==> src/rtl/fourbit_ff_checker_sat_counter.sv <==
// ---------------------------------------------------------------------------
// sat_counter
// Saturating up-counter with synchronous active-high reset. Counts once per
// clock while inc is high and sticks at all-ones instead of wrapping.
// Ports:
//   clk  in   clock
//   R    in   synchronous active-high reset (clears q)
//   inc  in   count enable
//   q    out  W-bit registered count
// ---------------------------------------------------------------------------
module sat_counter #(
    parameter int W = 8
) (
    input  logic         clk,
    input  logic         R,
    input  logic         inc,
    output logic [W-1:0] q
);

    localparam logic [W-1:0] CNT_MAX = {W{1'b1}};

    // Count register: reset, saturating increment, or hold.
    always_ff @(posedge clk) begin
        if (R) begin
            q <= {W{1'b0}};
        end else if (inc && (q != CNT_MAX)) begin
            q <= q + W'(1'b1);
        end else begin
            q <= q;
        end
    end

endmodule

==> config.mk <==
export PLATFORM = sky130hd
export DESIGN_NAME = sat_counter
export DESIGN_NICKNAME = d
export VERILOG_FILES = /design/src/rtl/fourbit_ff_checker_sat_counter.sv
export SDC_FILE = /design/constraint.sdc
export NUM_CORES = 1
export LEC_CHECK = 0
export CELL_PAD_IN_SITES_DETAIL_PLACEMENT = 1
export CELL_PAD_IN_SITES_GLOBAL_PLACEMENT = 1
export CORE_AREA = 2 2 39 41
export CTS_CLUSTER_DIAMETER = 150
export DETAILED_ROUTE_END_ITERATION = 10
export DIE_AREA = 0 0 41 43
export HOLD_SLACK_MARGIN = 0.06
export PLACE_DENSITY = 0.83
export SYNTH_ARGS = -nofsm -noshare
export SYNTH_HDL_FRONTEND = slang
export SYNTH_SLANG_ARGS = --single-unit
==> constraint.sdc <==
create_clock -name clk -period 3.11 [get_ports clk]
set_clock_uncertainty 0.05 [all_clocks]
set_input_delay 0.311 -clock clk [delete_from_list [all_inputs] [get_ports clk]]
set_output_delay 0.311 -clock clk [all_outputs]
set_load 0.03 [all_outputs]
==> impl_summary.log <==
INFO  metric drc_errors = 0
INFO  metric power_density = around 380 nW/µm²
INFO  metric worstSetupPathType = reg -> out
INFO  metric floorplan_die_height = 43 µm
INFO  metric largestRegisters = q x8
INFO  metric clk_transition_reported_paths = around 60 ps
INFO  metric io-pin-count = 11
INFO  metric power.share.switching = between 20% and 30%
INFO  metric critical_path_peak_fanout = 8
INFO  metric detail_route.vias_per_cell = 5.608
INFO  metric layout.nets = 64
INFO  metric route.final.wire_length = about 980 µm
INFO  metric totalPowerFinal = approximately 0.21 mW
INFO  metric postSynthNetCount = 50
INFO  metric postSynthRegisterBits = 8
INFO  metric power.share.sequential = between 50% and 60%
INFO  metric htree_levels = 1
INFO  metric final_layout_size_suffix_gt1_share = 13.79%
INFO  metric fillers = 170
INFO  metric critical-path-max-stage-delay = a little over 700 ps
INFO  metric start_kind = flip-flop
INFO  metric p_comb_share = 11.7%
INFO  metric irDropWorstVdd = 0.1792 mV
INFO  metric wire_length_of_the_first_global_routing_pass = around 1600 µm
INFO  metric run_status = finished, final reports clean
INFO  metric ys_types = 25
INFO  metric area_delta_synth_final = 30.52%
INFO  metric grt_overflow_total = 0
INFO  metric fp.dieArea = 1763 µm²
INFO  metric post-cts-setup-buffer-count = 0
INFO  metric fin_tns_setup = 0 ps
INFO  metric first_iter_violations = 2
INFO  metric number_of_antenna_violations_at_the_first_check_in_global_routing = 0
INFO  metric grt_start_max_net_pins = 9
INFO  metric portBuffers = 10
INFO  metric vias_in_the_first_global_route = 388
INFO  metric numCtsBuffers = 3
INFO  metric antenna_cells = 0
INFO  metric critical_path.n_buffers_inverters = 1
INFO  metric worst_slew_pin_slew = 316.1 ps
INFO  metric grt_usage = 14.04%
INFO  metric internal-power = 0.1617 mW
INFO  metric hold-worst-slack = 467.7 ps
INFO  metric layout_commonest_cell = sky130_fd_sc_hd__clkdlybuf4s50_1
INFO  metric first_pass_iters = 4
INFO  metric postSynthCellCount = 46
INFO  metric clock.fmax = 563.2 MHz
INFO  metric worstPathCellList = clkdlybuf4s50_1
INFO  metric drt.antenna.violating_nets = 0
INFO  metric syn-mean-instance-area = 9.357 µm²
INFO  metric clock_tree_from_tritoncts = yes
INFO  metric timing.final.crit_share = 57.09%
INFO  metric initial_core_util = a little under a third
INFO  metric holdCritPathClass = reg -> reg
INFO  metric dp_hpwl = about 730 µm
INFO  metric netlist_area = 430.4 µm²
INFO  metric maxSlewHeadroom = ~79%
INFO  metric regMostFlops = q
INFO  metric clockPowerShare = 37.6%
INFO  metric layout_min_cycle_time = 1775 ps
INFO  metric final_cell_mix = sky130_fd_sc_hd__clkdlybuf4s50_1, sky130_fd_sc_hd__dfxtp_1, sky130_fd_sc_hd__a21oi_1, sky130_fd_sc_hd__nand2_1, sky130_fd_sc_hd__clkbuf_4
INFO  metric setup_viol_count_final = 0
INFO  metric core_area = 1384 µm²
INFO  metric finalHoldViolations = 0
INFO  metric cts.path.max_buffers = 2
INFO  metric maxCapViolCount = 0
INFO  metric largest_reg_flops = 8
INFO  metric arrival = 1410 ps
INFO  metric cp-end-kind = primary output
INFO  metric routedWlPerCell = 13.27 µm
INFO  metric grt_setup_unrepaired = no
INFO  metric worst-endpoint-required = roughly 2800 ps
INFO  metric ctsResizeCount = 0
INFO  metric finalMaxSlewViolations = 0
INFO  metric switching_power = between 0.05 and 0.06 mW
INFO  metric cp_top_family = buffers and inverters
INFO  metric clock-root-buffer = sky130_fd_sc_hd__clkbuf_4
INFO  metric die-width = 41 µm
INFO  metric slowest_cp_cell = sky130_fd_sc_hd__clkdlybuf4s50_1
INFO  metric insertion_delay = 260 ps
INFO  metric floorplan.rows = 14
INFO  metric total_leakage_power = 0.2004 nW
INFO  metric yosysSeqAreaShare = 37.21%
INFO  metric vias = 415
INFO  metric tritoncts_num_sinks = 8
INFO  metric cts_hold_repair.buffers = 0
INFO  metric yosys_warnings = 0
INFO  metric gp_routability_congestion = 0.7473
-- power by group through the flow --
| stage | clock network [mW] | registers, mW | logic (mW) |
|---|---|---|---|
| 3_5_place_dp | 0 | 0.111 | 0.0252 |
| 2_1_floorplan | 0 | 0.115 | 0.00900 |
| 4_1_cts | 0.0824 | 0.109 | 0.0254 |
| 6_report | 0.0808 | 0.109 | 0.0250 |
| 5_1_grt | 0.0866 | 0.109 | 0.0270 |
| 3_3_place_gp | 0 | 0.111 | 0.0248 |
-- cells by family after synthesis --
kind of cell             share of synthesized area [%]
flip-flops                                       37.21
buffers and inverters                            3.487
multiplexers                                     5.813
AND/OR/NAND/NOR                                  24.71
AO/OA/AOI/OAI                                    25.87
adder cells (fa/ha/maj)                          2.907
-- worst min-delay path, cell delays in order (launching register included) --
cell and delay (ps):
sky130_fd_sc_hd__dfxtp_1 350, sky130_fd_sc_hd__nand2_1 70, sky130_fd_sc_hd__mux2i_1 50
-- synth_stat cells --
cell type | number | area [µm²]
sky130_fd_sc_hd__nand4_1 | 2 | 12.51
sky130_fd_sc_hd__buf_6 | 1 | 11.26
sky130_fd_sc_hd__mux2i_1 | 1 | 10.01
sky130_fd_sc_hd__or3_2 | 1 | 7.510
sky130_fd_sc_hd__nand3_1 | 2 | 10.01
sky130_fd_sc_hd__o21bai_1 | 2 | 15.01
sky130_fd_sc_hd__and4_1 | 2 | 17.52
sky130_fd_sc_hd__and2b_2 | 1 | 8.760
sky130_fd_sc_hd__o311a_1 | 1 | 10.01
sky130_fd_sc_hd__ha_1 | 1 | 12.51
sky130_fd_sc_hd__a311oi_1 | 1 | 8.760
sky130_fd_sc_hd__a211oi_1 | 2 | 15.01
sky130_fd_sc_hd__nand2b_1 | 1 | 6.260
sky130_fd_sc_hd__a31oi_1 | 1 | 6.260
sky130_fd_sc_hd__nand2_1 | 5 | 18.77
sky130_fd_sc_hd__o21ai_1 | 1 | 5.000
sky130_fd_sc_hd__a21boi_0 | 1 | 7.510
sky130_fd_sc_hd__and3_4 | 1 | 11.26
sky130_fd_sc_hd__a21boi_4 | 1 | 18.77
sky130_fd_sc_hd__inv_1 | 1 | 3.750
sky130_fd_sc_hd__a21oi_1 | 5 | 25.02
sky130_fd_sc_hd__nor3_1 | 2 | 10.01
sky130_fd_sc_hd__nor2_1 | 1 | 3.750
sky130_fd_sc_hd__dfxtp_1 | 8 | 160.2
sky130_fd_sc_hd__mux2_4 | 1 | 15.01
-- metrics by stage --
stage | area [µm²] | worst slack (ps) | instances | util, %
final | 561.8 | 1335 | 74 | 40.60
after CTS | 561.8 | 1334 | 74 | 40.60
after global routing | 561.8 | 1274 | 74 | 40.60
after detailed placement | 539.3 | 1443 | 71 | 38.97
after floorplan | 430.4 | 1559 | 46 | -
after global placement | 539.3 | 1466 | 71 | 38.97
-- final timing paths --
kind,start,end,slack (ps),depth (start not counted)
setup / recovery,q[2],q[2],1330,1
hold / removal,q[1],q[1],470,2
setup reg to reg,q[0],q[0],1630,4
hold reg to reg,q[1],q[1],470,2
-- per-layer routing --
metal,track usage [%],wire (µm),vias to the layer above,part of all wire [%]
met4,8.000,14,0,1.4
met2,19.06,463,12,47
met3,4.712,53,2,5.4
met5,0,0,-,0
met1,18.59,451,200,46
li1,-,-,201,-
-- area by class of cell --
cell class | count | area, µm² | share of cell area [%]
inverters | 1 | 3.754 | 0.6682
clock buffers | 3 | 22.52 | 4.009
repair buffers | 10 | 100.1 | 17.82
multi-input cells | 36 | 255.2 | 45.43
flip-flops and latches | 8 | 160.2 | 28.51
well taps | 16 | 20.02 | 3.563
Power figures use the tool's default switching activity.
